**src/rtl/platform_collider_if.sv**
```systemverilog
// Request/result bundle between the physics controller and the collision resolver.
// Handshake: start is a one-cycle request taken only while the resolver is idle; done is a one-cycle pulse marking new results.
interface platform_collider_if #(
   parameter int N_ENTRIES = 16
);
   logic                           start;
   logic [9:0]                     cur_x;
   logic [8:0]                     cur_y;
   logic [9:0]                     next_x;
   logic [8:0]                     next_y;
   logic [N_ENTRIES-1:0][28:0]     info_ground;
   logic [N_ENTRIES-1:0][28:0]     info_fence;
   logic                           busy;
   logic                           done;
   logic [9:0]                     res_x;
   logic [8:0]                     res_y;
   logic                           on_ground;
   logic                           hit_left;
   logic                           hit_right;

   modport master (
      output start, cur_x, cur_y, next_x, next_y, info_ground, info_fence,
      input  busy, done, res_x, res_y, on_ground, hit_left, hit_right
   );

   modport slave (
      input  start, cur_x, cur_y, next_x, next_y, info_ground, info_fence,
      output busy, done, res_x, res_y, on_ground, hit_left, hit_right
   );
endinterface

```
**src/rtl/platform_collider.sv**
```systemverilog
// Sequential collision resolver: scans ground platforms, then fences, one descriptor per clock,
// and publishes a corrected player position with contact flags.
module platform_collider #(
   parameter int N_ENTRIES = 16,
   parameter int PW        = 16,
   parameter int PH        = 32,
   parameter int X_MAX     = 639
) (
   input  logic                 Clk,
   input  logic                 Reset_n,
   platform_collider_if.slave   bus,
   output logic [1:0]           dbg_state_o
);
   localparam int IW = (N_ENTRIES > 1) ? $clog2(N_ENTRIES) : 1;
   localparam logic [10:0] PW11   = 11'(PW);
   localparam logic [10:0] PH11   = 11'(PH);
   localparam logic [10:0] XMAX11 = 11'(X_MAX);
   localparam logic [IW-1:0] LAST = IW'(N_ENTRIES - 1);

   typedef enum logic [1:0] {S_IDLE, S_GROUND, S_FENCE, S_DONE} state_t;

   state_t        state_q, state_d;
   logic [IW-1:0] idx_q, idx_d;
   // Working copies are kept 11 bits wide so every sum below is free of wrap.
   logic [10:0]   cx_q, cx_d, cy_q, cy_d, nx_q, nx_d, ny_q, ny_d;
   logic [10:0]   by_q, by_d, rx_q, rx_d, lx_q, lx_d;
   logic          og_q, og_d, hr_q, hr_d, hl_q, hl_d;
   logic [9:0]    res_x_q, res_x_d;
   logic [8:0]    res_y_q, res_y_d;
   logic          og_o_q, og_o_d, hl_o_q, hl_o_d, hr_o_q, hr_o_d;
   logic          busy_q, busy_d, done_q, done_d;

   logic [28:0]   g, f;
   logic [10:0]   gx, gy, gl, fy, fx, fl;
   logic [10:0]   g_cand, r_cand, l_cand;
   logic          g_hit, f_ov, r_hit, l_hit;

   always_comb begin
      g      = bus.info_ground[idx_q];
      f      = bus.info_fence[idx_q];
      gx     = {1'b0, g[9:0]};
      gy     = {2'b0, g[18:10]};
      gl     = {1'b0, g[28:19]};
      fy     = {2'b0, f[8:0]};
      fx     = {1'b0, f[18:9]};
      fl     = {1'b0, f[28:19]};
      g_hit  = (gl != 11'd0) && (nx_q + PW11 > gx) && (nx_q < gx + gl) &&
               (cy_q + PH11 <= gy) && (ny_q + PH11 >= gy);
      g_cand = (gy >= PH11) ? gy - PH11 : 11'd0;
      f_ov   = (fl != 11'd0) && (by_q + PH11 > fy) && (by_q < fy + fl);
      r_hit  = f_ov && (cx_q + PW11 <= fx) && (nx_q + PW11 > fx);
      r_cand = (fx >= PW11) ? fx - PW11 : 11'd0;
      l_hit  = f_ov && (cx_q > fx) && (nx_q <= fx);
      l_cand = (fx + 11'd1 > XMAX11) ? XMAX11 : fx + 11'd1;
   end

   always_comb begin
      state_d = state_q;
      idx_d   = idx_q;
      cx_d    = cx_q;  cy_d = cy_q;  nx_d = nx_q;  ny_d = ny_q;
      by_d    = by_q;  rx_d = rx_q;  lx_d = lx_q;
      og_d    = og_q;  hr_d = hr_q;  hl_d = hl_q;
      res_x_d = res_x_q;
      res_y_d = res_y_q;
      og_o_d  = og_o_q;
      hl_o_d  = hl_o_q;
      hr_o_d  = hr_o_q;
      done_d  = 1'b0;
      unique case (state_q)
         S_IDLE: begin
            if (bus.start) begin
               cx_d    = {1'b0, bus.cur_x};
               cy_d    = {2'b0, bus.cur_y};
               nx_d    = {1'b0, bus.next_x};
               ny_d    = {2'b0, bus.next_y};
               by_d    = {2'b0, bus.next_y};
               rx_d    = {1'b0, bus.next_x};
               lx_d    = {1'b0, bus.next_x};
               og_d    = 1'b0;
               hr_d    = 1'b0;
               hl_d    = 1'b0;
               idx_d   = '0;
               state_d = S_GROUND;
            end
         end
         S_GROUND: begin
            // Strict compare keeps the lower index on equal surfaces.
            if (g_hit && (!og_q || g_cand < by_q)) begin
               by_d = g_cand;
               og_d = 1'b1;
            end
            idx_d = idx_q + 1'b1;
            if (idx_q == LAST) begin
               idx_d   = '0;
               state_d = S_FENCE;
            end
         end
         S_FENCE: begin
            if (r_hit && (!hr_q || r_cand < rx_q)) begin
               rx_d = r_cand;
               hr_d = 1'b1;
            end
            if (l_hit && (!hl_q || l_cand > lx_q)) begin
               lx_d = l_cand;
               hl_d = 1'b1;
            end
            idx_d = idx_q + 1'b1;
            if (idx_q == LAST) begin
               // Results are published on entry to DONE so they line up with the done pulse.
               idx_d   = '0;
               state_d = S_DONE;
               res_x_d = hr_d ? rx_d[9:0] : (hl_d ? lx_d[9:0] : nx_q[9:0]);
               res_y_d = by_q[8:0];
               og_o_d  = og_q;
               hr_o_d  = hr_d;
               hl_o_d  = hl_d & ~hr_d;
               done_d  = 1'b1;
            end
         end
         S_DONE: state_d = S_IDLE;
         default: state_d = S_IDLE;
      endcase
      busy_d = (state_d != S_IDLE);
   end

   always_ff @(posedge Clk or negedge Reset_n) begin
      if (!Reset_n) begin
         state_q <= S_IDLE;
         idx_q   <= '0;
         cx_q    <= '0;  cy_q <= '0;  nx_q <= '0;  ny_q <= '0;
         by_q    <= '0;  rx_q <= '0;  lx_q <= '0;
         og_q    <= 1'b0; hr_q <= 1'b0; hl_q <= 1'b0;
         res_x_q <= '0;
         res_y_q <= '0;
         og_o_q  <= 1'b0;
         hl_o_q  <= 1'b0;
         hr_o_q  <= 1'b0;
         busy_q  <= 1'b0;
         done_q  <= 1'b0;
      end else begin
         state_q <= state_d;
         idx_q   <= idx_d;
         cx_q    <= cx_d;  cy_q <= cy_d;  nx_q <= nx_d;  ny_q <= ny_d;
         by_q    <= by_d;  rx_q <= rx_d;  lx_q <= lx_d;
         og_q    <= og_d;  hr_q <= hr_d;  hl_q <= hl_d;
         res_x_q <= res_x_d;
         res_y_q <= res_y_d;
         og_o_q  <= og_o_d;
         hl_o_q  <= hl_o_d;
         hr_o_q  <= hr_o_d;
         busy_q  <= busy_d;
         done_q  <= done_d;
      end
   end

   assign bus.busy      = busy_q;
   assign bus.done      = done_q;
   assign bus.res_x     = res_x_q;
   assign bus.res_y     = res_y_q;
   assign bus.on_ground = og_o_q;
   assign bus.hit_left  = hl_o_q;
   assign bus.hit_right = hr_o_q;
   assign dbg_state_o   = state_q;
endmodule

```
**src/flat_wrapper.sv**
```systemverilog
// flat-port wrapper written by rule: the top's interface ports become plain ports
module platform_collider_flat 
#(
   parameter int N_ENTRIES = 16,
   parameter int PW        = 16,
   parameter int PH        = 32,
   parameter int X_MAX     = 639
)
  (Clk, Reset_n, dbg_state_o, bus_start, bus_cur_x, bus_cur_y, bus_next_x, bus_next_y, bus_info_ground, bus_info_fence, bus_busy, bus_done, bus_res_x, bus_res_y, bus_on_ground, bus_hit_left, bus_hit_right);
  platform_collider_if #(.N_ENTRIES(N_ENTRIES)) bus_i ();
  input  logic Clk;
  input  logic Reset_n;
  output logic [1:0] dbg_state_o;
  input wire logic [$bits(bus_i.start)-1:0] bus_start;
  input wire logic [$bits(bus_i.cur_x)-1:0] bus_cur_x;
  input wire logic [$bits(bus_i.cur_y)-1:0] bus_cur_y;
  input wire logic [$bits(bus_i.next_x)-1:0] bus_next_x;
  input wire logic [$bits(bus_i.next_y)-1:0] bus_next_y;
  input wire logic [$bits(bus_i.info_ground)-1:0] bus_info_ground;
  input wire logic [$bits(bus_i.info_fence)-1:0] bus_info_fence;
  output wire logic [$bits(bus_i.busy)-1:0] bus_busy;
  output wire logic [$bits(bus_i.done)-1:0] bus_done;
  output wire logic [$bits(bus_i.res_x)-1:0] bus_res_x;
  output wire logic [$bits(bus_i.res_y)-1:0] bus_res_y;
  output wire logic [$bits(bus_i.on_ground)-1:0] bus_on_ground;
  output wire logic [$bits(bus_i.hit_left)-1:0] bus_hit_left;
  output wire logic [$bits(bus_i.hit_right)-1:0] bus_hit_right;
  assign bus_i.start = bus_start;
  assign bus_i.cur_x = bus_cur_x;
  assign bus_i.cur_y = bus_cur_y;
  assign bus_i.next_x = bus_next_x;
  assign bus_i.next_y = bus_next_y;
  assign bus_i.info_ground = bus_info_ground;
  assign bus_i.info_fence = bus_info_fence;
  assign bus_busy = bus_i.busy;
  assign bus_done = bus_i.done;
  assign bus_res_x = bus_i.res_x;
  assign bus_res_y = bus_i.res_y;
  assign bus_on_ground = bus_i.on_ground;
  assign bus_hit_left = bus_i.hit_left;
  assign bus_hit_right = bus_i.hit_right;
  platform_collider #(.N_ENTRIES(N_ENTRIES), .PW(PW), .PH(PH), .X_MAX(X_MAX)) u_core (.Clk(Clk), .Reset_n(Reset_n), .bus(bus_i), .dbg_state_o(dbg_state_o));
endmodule
```
**config.mk**
```make
export PLATFORM = sky130hd
export DESIGN_NAME = platform_collider_flat
export DESIGN_NICKNAME = d
export VERILOG_FILES = /design/src/rtl/platform_collider_if.sv /design/src/rtl/platform_collider.sv /design/src/flat_wrapper.sv
export SDC_FILE = /design/constraint.sdc
export NUM_CORES = 1
export LEC_CHECK = 0
export CAP_MARGIN = 10
export CORE_AREA = 2 2 386 388
export DETAILED_ROUTE_END_ITERATION = 12
export DIE_AREA = 0 0 388 390
export DONT_BUFFER_PORTS = 1
export GPL_TIMING_DRIVEN = 0
export SLEW_MARGIN = 30
export SYNTH_ARGS = -nofsm -noshare
export SYNTH_HDL_FRONTEND = slang
export SYNTH_SLANG_ARGS = --single-unit
```
**constraint.sdc**
```tcl
create_clock -name Clk -period 17.8 [get_ports Clk]
set_clock_uncertainty 0.15 [all_clocks]
set_input_delay 5.34 -clock Clk [delete_from_list [all_inputs] [get_ports Clk]]
set_output_delay 5.34 -clock Clk [all_outputs]
set_load 0.01 [all_outputs]
```
# [After elaboration in Yosys (flattened, before gate mapping)]
# Index checks and enable logic that the tools add are counted.
[word_totals] ff_bits=104 latch_bits=0 ram_bits=0 romBits=0 input_bits=969 output_inout_bits=26 word_cells=128 n_memories=0
[classes] addsub=11 n_mul=0 div_mod_pow=0 magnitude_cmp=17 n_eq_ne=8 shift=0 mux=35 bitwise=2 n_reduce_logical=34
[ops] cell="$bmux 29 s4" count=2
[ops] cell="$mux 11" count=8
[ops] cell="$pmux 11 s2" count=3
[ops] cell="$mux 29" count=2
[ops] cell="$lt 11x11->1" count=3
[ops] cell="$add 10x5->11 const B" count=2
[ops] cell="$gt 11x10->1" count=2
[ops] cell="$add 9x6->10 const B" count=2
[ops] cell="$mux 10" count=2
[ops] cell="$reduce_bool 10->1" count=2
[ops] cell="$logic_and 1x1->1" count=13
[ops] cell="$add 10x1->11 const B" count=1
[ops] cell="$add 10x10->11" count=1
[ops] cell="$add 11x6->11 const B" count=1
[ops] cell="$add 9x10->11" count=1
[ops] cell="$ge 11x9->1" count=1
[ops] cell="$gt 11x10->1 const B" count=1
[ops] cell="$gt 11x11->1" count=1
[ops] cell="$gt 11x9->1" count=1
[ops] cell="$le 11x10->1" count=1
[ops] cell="$le 11x9->1" count=1
[ops] cell="$lt 10x11->1" count=1
[ops] cell="$sub 10x5->11 const B" count=1
[ops] cell="$ge 10x5->1 const B" count=1
[ops] cell="other kinds (26)" count=53

# [Longest topological paths before layout]
# Gate-level depths: netlist of run 1.
[depth] ltp_word=12 ltp_mapped=33 mapped_depth_nobuf=23

# [Worst setup path before layout of run 1]
# Ideal clock, no wire load.
[synth_timing] path_kind="input to register" from="in bus_info_fence[435]" to="reg u_core.res_x_q[7] (netlist: u_core.bus.res_x[7])" setup_time_ns=0.126 arrival_ns=10.627 required_time_ns=17.524 setup_slack_ns=6.897 path_stages=24 n_path_buf=1 cell_sequence="mux4_2 -> mux4_2 -> ha_1 -> inv_1 -> fa_1 -> nor2b_1 -> o21ai_0 -> a21oi_1 -> o21ai_0 -> a21oi_1 -> o21ai_0 -> nand2b_1 -> xnor2_1 -> ha_1 -> a211o_1 -> a211o_1 -> a41oi_1 -> o311ai_0 -> a211oi_1 -> o211ai_1 -> nor2_1 -> buf_4 -> mux2_2 -> a221o_1"
[synth_via] elab_chain_cells=12 word_cells_on_any_way=21 cone_classes="add/sub: 1; order compare: 2; mux: 10; reduce/logical: 8"
[synth_lines] item="start, declared" line="flat_wrapper.sv:20" source="input wire logic [$bits(bus_i.info_fence)-1:0] bus_info_fence;"
[synth_lines] item="$bmux 29 s4 (*)" line="platform_collider.sv:40" source="f = bus.info_fence[idx_q];"
[synth_lines] item="$mux 29 (not written as such) (*)" line="platform_collider.sv:40"
[synth_lines] item="$add 9x10->11 or $gt 11x9->1 (tied branches)" line="platform_collider.sv:50" source="f_ov = (fl != 11'd0) && (by_q + PH11 > fy) && (by_q < fy + fl);"
[synth_lines] item="$lt 11x11->1 or $logic_and 1x1->1 (tied branches)" line="platform_collider.sv:50"
[synth_lines] item="$logic_and 1x1->1 (*)" line="platform_collider.sv:50"
[synth_lines] item="$logic_and 1x1->1 (2 in a row)" line="platform_collider.sv:53" source="l_hit = f_ov && (cx_q > fx) && (nx_q <= fx);"
[synth_lines] item="$logic_and 1x1->1" line="platform_collider.sv:103" source="if (l_hit && (!hl_q || l_cand > lx_q)) begin"
[synth_lines] item="$mux 1" line="platform_collider.sv:103"
[synth_lines] item="$mux 1" line="platform_collider.sv:69" source="unique case (state_q)"
[synth_lines] item="$mux 10" line="platform_collider.sv:112" source="res_x_d = hr_d ? rx_d[9:0] : (hl_d ? lx_d[9:0] : nx_q[9:0]);"
[synth_lines] item="$mux 10 (*)" line="platform_collider.sv:112"
[synth_lines] item="end signal, assigned" line="platform_collider.sv:146" source="res_x_q <= res_x_d;"
[synth_lines] item="end, declared" line="platform_collider.sv:28" source="logic [9:0] res_x_q, res_x_d;"
# Mark *: on every way between the ends. The rest lies on a longest branch, timed or not. The select of a mux whose other input is x is not followed.
# A chain may end at the register's enable or synchronous reset.

# [Worst setup path in the final report of run 1]
[layout_timing] from="in bus_info_fence[212]" to="reg u_core.res_x_q[3] (netlist: u_core.bus.res_x[3])"
[layout_via] elab_chain_cells=12 word_cells_on_any_way=30 cone_classes="add/sub: 2; order compare: 8; mux: 12; reduce/logical: 8"
[layout_lines] item="$bmux 29 s4 (*)" line="platform_collider.sv:40"
[layout_lines] item="$mux 29 (not written as such) (*)" line="platform_collider.sv:40"
[layout_lines] item="$add 10x1->11" line="platform_collider.sv:54" source="l_cand = (fx + 11'd1 > XMAX11) ? XMAX11 : fx + 11'd1;"
[layout_lines] item="$gt 11x10->1" line="platform_collider.sv:54"
[layout_lines] item="$mux 11" line="platform_collider.sv:54"
[layout_lines] item="$gt 11x11->1" line="platform_collider.sv:103"
[layout_lines] item="$logic_or 1x1->1" line="platform_collider.sv:103"
[layout_lines] item="$logic_and 1x1->1" line="platform_collider.sv:103"
[layout_lines] item="$mux 1" line="platform_collider.sv:103"
[layout_lines] item="$mux 1" line="platform_collider.sv:69"
[layout_lines] item="$mux 10" line="platform_collider.sv:112"
[layout_lines] item="$mux 10 (*)" line="platform_collider.sv:112"
# Marks and branches as above.

==> flow_summary.yaml, run 1 <==
run_status:
  status: "completed"
final_layout:
  area_growth_pct: 20.3
  final_cell_mix: "mux4_2 (274), ha_1 (153), nand2_1 (108)"
  mostFrequentLayoutCell: "mux4_2"
  drive_gt1_share_pct: 28.6
  nets: 2680
  nFillCells: 16700
synthesis:
  syn_nets: 2661
  async_reset_ff_share_pct: 100
  syn_avg_cell_area_um2: 10.9
  yosysTopAreaCell: "mux4_2"
  yosysWarningCount: 0
  ys_dominant_reg_cell: "dfrtp_1"
  synth_compound_area_share_pct: 12.7
  yosysSeqAreaShare_pct: 15.4
  synth.distinct_cells: 82
  synthSimpleGateAreaFrac_pct: 10.6
  synth_top_family_by_area: "multiplexers"
  synthAdderAreaFrac_pct: 11.7
  syn-cell-area_um2: 16700
  synthTopCellsByArea: "mux4_2 (37%), dfrtp_1 (15%), ha_1 (11%)"
  synth_xor_area_share_pct: 1.68
  synth-edff-count: 0
  synthMuxAreaShare_pct: 42.4
  syn_inst: 1537
  netlist.area_leader.share_pct: 36.9
  synth.ff_latch_count: 103
clocking:
  cts.repair.resized: 0
  cts_buffers: 9
  clockBufferDepth: 2
  clock_latency_ns: 0.40
  clock-sinks: 103
  htree_levels: 3
  cts.clk_slew.worst_paths_ns: 0.07
  postCtsSetupRepairBufs: 0
  ctsHoldBuffers: 0
  root_buffer: "clkbuf_16"
  cts_tree: "built"
critical_path:
  cp_max_fo: 10
  cp_data_arrival_time_ns: 11.76
  startpoint_type: "input pin"
  crit_type: "input pin to flop"
  crit_path_end_kind: "flop"
  cp_data_required_time_ns: 17.88
sta:
  setup-tns-final_ns: 0
  final_hold_viol_count: 0
  finalCriticalPeriod_ns: 11.68
  max_freq_ghz: 0.0856
  holdWs_ns: 0.354
  setup_viol: 0
  maxSlewViolCount: 0
  worst_pin_slew_ns: 1.15
  rsz0062_at_grt: "no"
  fin_crit_sh_pct: 65.6
  relSlewSlack_pct: 23.3
drt:
  drc: 0
  postRouteWirelength_mm: 167
  viasPerCell: 4.72
  post_drt_wl_per_cell_um: 45.6
  vias: 17300
  ant_nets: 0
  dr.pass1.iters: 5
  drt_iter0_drc: 2250
global_route:
  grt_util_all_layers_pct: 21.1
  antenna_found_initial: 259
  overflow: 0
  first_global_vias: 15900
  grt_pass1_wl_mm: 200
  grt_max_degree: 104
die:
  dieArea_um2: 151000
  boundaryPins: 995
  fp.dieH_um: 390
  start_util_pct: 11.4
  core_um2: 147000
  die_w_um: 388
  row_count: 141
place:
  io_buffers: 0
  gp_congestion: 1.13
  hpwl_mm: 150
hold_path:
  hold_path_class: "flop to flop"
power:
  total_power_uw: 5420
  p_leak_uw: 0.00696
  p_per_area_nw_per_um2: 269
  ir_drop_v: 0.000118
flow_run:
  maxCapViolations: 0
[logic make-up (layout without fill, tap and decap cells)]
family	count (synthesis)	count (layout)
AOI/OAI and AO/OA	327	327
xor gates and xnor gates	32	32
adders and majority gates	155	155
buffers and inverters	203	226
DFF	103	103
muxes	358	358
other	1	169
and+or+nand+nor	358	358
[cells in the mapped netlist (9+ instances only)]
cell / count
ha_1: 153
o221ai_1: 10
mux2_2: 53
buf_1: 19
buf_2: 19
nand2_1: 108
nand3_1: 43
buf_4: 11
xor2_1: 9
o21ai_0: 68
a21oi_1: 77
nand4_1: 13
xnor2_1: 23
a211oi_1: 11
o211ai_1: 11
dfrtp_1: 103
and3_1: 11
mux4_2: 274
buf_6: 12
nand2b_1: 16
a21o_1: 18
clkbuf_1: 40
mux2i_1: 29
inv_1: 98
nor2_1: 68
or2_2: 9
a22oi_1: 14
nor2b_1: 15
o22ai_1: 34
nor3_1: 36
o21a_1: 14
[routing by layer]
metal  up-vias  GRT usage [%]  wire [um]
met5         -           1.66        646
met4        92           9.10       8760
met3       427           10.0      21100
met2      1607           31.1      70600
met1      8714           25.8      65500
li1       6434              -          -
[flip-flops by register name (all words and copies together) (netlist names), 4 cells and up]
signal and flops:
u_core.ny_q 9, u_core.bus.res_y 9, u_core.cy_q 9, u_core.idx_q 4, u_core.by_q 10, u_core.rx_q 11, u_core.lx_q 11, u_core.nx_q 10
u_core.cx_q 10, u_core.bus.res_x 10
[where the power goes]
group	leakage, uW	total [uW]	switching [uW]	internal (uW)
registers	0.00123	465	146	319
clock network	0.000156	237	110	127
logic	0.00557	4710	2830	1880
[stage by stage]
stage	cell area, um2	setup slack (ns)	std cells	utilization [%]
6_report	20100	6.12	3658	13.7
3_3_place_gp	19100	4.98	3467	13.0
3_5_place_dp	19400	5.90	3475	13.2
5_1_grt	19900	5.83	3570	13.5
4_1_cts	19700	6.29	3490	13.4
2_1_floorplan	16700	6.90	1537	-
[final cells by class]
cell class	count	area, um2	share of cell area [%]
antenna	168	420	2.09
buffer	102	578	2.87
clock buffer	10	239	1.19
clock inverter	5	81.3	0.404
inverter	101	379	1.88
multi-input combinational	1231	13300	65.9
sequential	103	2580	12.8
tap	1930	2410	12.0
timing repair buffer	8	164	0.814
[path summary, 6_finish.rpt]
kind                       slack [ns]  cells after the start                   to           startpoint
max in group asynchronous       12.77                      0       u_core.cy_q[5]              Reset_n
setup / recovery                 6.12                     21  u_core.bus.res_x[3]  bus_info_fence[212]
setup reg to reg                 6.83                     31  u_core.bus.res_x[7]      u_core.idx_q[1]
hold reg to reg                  0.35                      2       u_core.ny_q[0]       u_core.ny_q[0]
hold / removal                   0.35                      2       u_core.ny_q[0]       u_core.ny_q[0]
min in group asynchronous        4.49                      0      u_core.bus.busy              Reset_n
[critical path, stage by stage]
cell      delay (ns)
mux4_2          0.44
mux2_2          0.39
mux2i_1         0.77
inv_1           0.50
ha_1            0.38
nand2_1         0.10
o21bai_1        0.25
xnor2_1         0.31
o41ai_2         0.74
nand2_1         0.14
ha_1            0.35
o21a_1          0.13
nor2_1          0.04
a211o_1         0.27
a211oi_1        0.44
o211a_1         0.21
buf_2           0.24
buf_2           0.28
nand3_1         0.13
nand3_1         0.16
o211ai_1        0.10
No activity file was read; power rests on OpenSTA's default activity.
==> inputs of run 2 (changes only) <==
==> constraint.sdc (replaced) <==
create_clock -name Clk -period 10.6 [get_ports Clk]
set_clock_uncertainty 0.15 [all_clocks]
set_input_delay 3.18 -clock Clk [delete_from_list [all_inputs] [get_ports Clk]]
set_output_delay 3.18 -clock Clk [all_outputs]
set_load 0.01 [all_outputs]
==> flow_summary.yaml, run 2 (synthesis results as in run 1) <==
die:
  core_um2: 147000
  boundaryPins: 995
  start_util_pct: 11.4
  die_w_um: 388
  row_count: 141
  dieArea_um2: 151000
  fp.dieH_um: 390
drt:
  dr.pass1.iters: 5
  viasPerCell: 4.77
  drc: 0
  ant_nets: 0
  drt_iter0_drc: 2122
  postRouteWirelength_mm: 166
  post_drt_wl_per_cell_um: 45.7
  vias: 17400
sta:
  timing.final.ws_setup_ns: 0.474
  maxSlewViolCount: 0
  relSlewSlack_pct: 30.0
  rsz0062_at_grt: "no"
  worst_pin_slew_ns: 1.05
  finalCriticalPeriod_ns: 10.13
  fin_crit_sh_pct: 95.5
  setup-tns-final_ns: 0
  final_hold_viol_count: 0
  max_freq_ghz: 0.0988
  setup_viol: 0
flow_run:
  maxCapViolations: 0
clocking:
  clock_latency_ns: 0.39
  root_buffer: "clkbuf_16"
  cts_buffers: 9
  clock-sinks: 103
  htree_levels: 3
  cts_tree: "built"
  cts.clk_slew.worst_paths_ns: 0.08
  clockBufferDepth: 2
critical_path:
  timing.rr.start: "u_core.idx_q[1]"
  crit_path_end_kind: "flop"
  slowest_stage: "mux4_2"
  cp_common_cell: "buf_2"
  cp_max_fo: 11
  crit_type: "flop to flop"
  cp_data_required_time_ns: 10.73
  startpoint_type: "flop"
  cp_data_arrival_time_ns: 10.25
  crit_start: "u_core.idx_q[1]"
  critPathTopFamily: "buffers and inverters"
  path_buf_inv: 10
  critPathMaxStageDelay_ns: 0.59
hold_path:
  hold_path_class: "flop to flop"
  worstHoldStart: "u_core.ny_q[0]"
global_route:
  grt_pass1_wl_mm: 200
  antenna_found_initial: 260
  grt_util_all_layers_pct: 21.1
  overflow: 0
  grt_max_degree: 104
  first_global_vias: 15900
place:
  gp_congestion: 1.13
  io_buffers: 0
  hpwl_mm: 150
  dp_slack_ns: -0.365
final_layout:
  drive_gt1_share_pct: 28.9
  nets: 2681
  reg_top3: "u_core.lx_q: 11 flops, u_core.rx_q: 11 flops"
  mostFrequentLayoutCell: "mux4_2"
  area_growth_pct: 20.3
  final_cell_mix: "mux4_2 (274), ha_1 (153), nand2_1 (108)"
power:
  total_power_uw: 9140
  ir_drop_v: 0.000199
  p_leak_uw: 0.00698
  p_per_area_nw_per_um2: 454
run_status:
  status: "completed"
## run 2: cell count changes in the layout (fill, tap and decap cells not counted), sizes merged
cell,before,now
diode,168,154
buf,70,71
## run 2: cell type report
cell class                 count  area (um2)
fill                       16700      127000
multi-input combinational   1231       13300
sequential                   103        2580
tap                         1930        2410
buffer                       101         581
antenna                      154         385
inverter                     101         379
clock buffer                  10         239
timing repair buffer          10         191
clock inverter                 5        81.3
## run 2: through the flow
step	instance area [um2]	util, %	cells	hold WS [ns]
after floorplan	16700	-	1537	0.300
after global placement	19100	13.0	3467	0.322
after detailed placement	19400	13.2	3475	0.329
after CTS	19700	13.4	3490	0.345
after global routing	19900	13.6	3572	0.395
final	20100	13.7	3645	0.355
## run 2: final timing paths
path                                             to  slack [ns]  depth (start not counted)
worst max-delay path            u_core.bus.res_x[7]        0.47                         32
worst min-delay path                 u_core.ny_q[0]        0.35                          2
worst max register to register  u_core.bus.res_x[7]        0.47                         32
worst min register to register       u_core.ny_q[0]        0.35                          2
max in group asynchronous            u_core.cy_q[5]        7.74                          0
min in group asynchronous           u_core.bus.busy        2.33                          0
## run 2: worst register-to-register path, delay by kind of cell, from the launching register on
| kind | cells | cell delay, ns |
|---|---|---|
| fa+ha+maj | 3 | 0.75 |
| mux | 3 | 1.46 |
| xor+xnor | 1 | 0.14 |
| buf+inv | 10 | 3.86 |
| simple gates | 3 | 0.37 |
| compound gates | 12 | 2.77 |
| flops | 1 | 0.51 |
## run 2: per-layer routing
layer	global-route usage, %	up-vias	wire length, um
li1	-	6430	-
met1	25.8	8681	66100
met2	31.1	1714	70200
met3	10.0	465	20800
met4	9.10	90	8800
met5	1.66	-	610
## run 2: power by group
| part | switching (uW) | internal (uW) |
|---|---|---|
| combinational | 4750 | 3210 |
| sequential | 245 | 536 |
| clock | 184 | 213 |
| total | 5180 | 3960 |
## run 2: repair_timing
item | CTS | global route
resized for setup | 3 | 6
endpoints found under the setup margin | 24 | 31
hold buffers | 0 | 0
pin swaps | 0 | 1
buffers inserted | 0 | 2
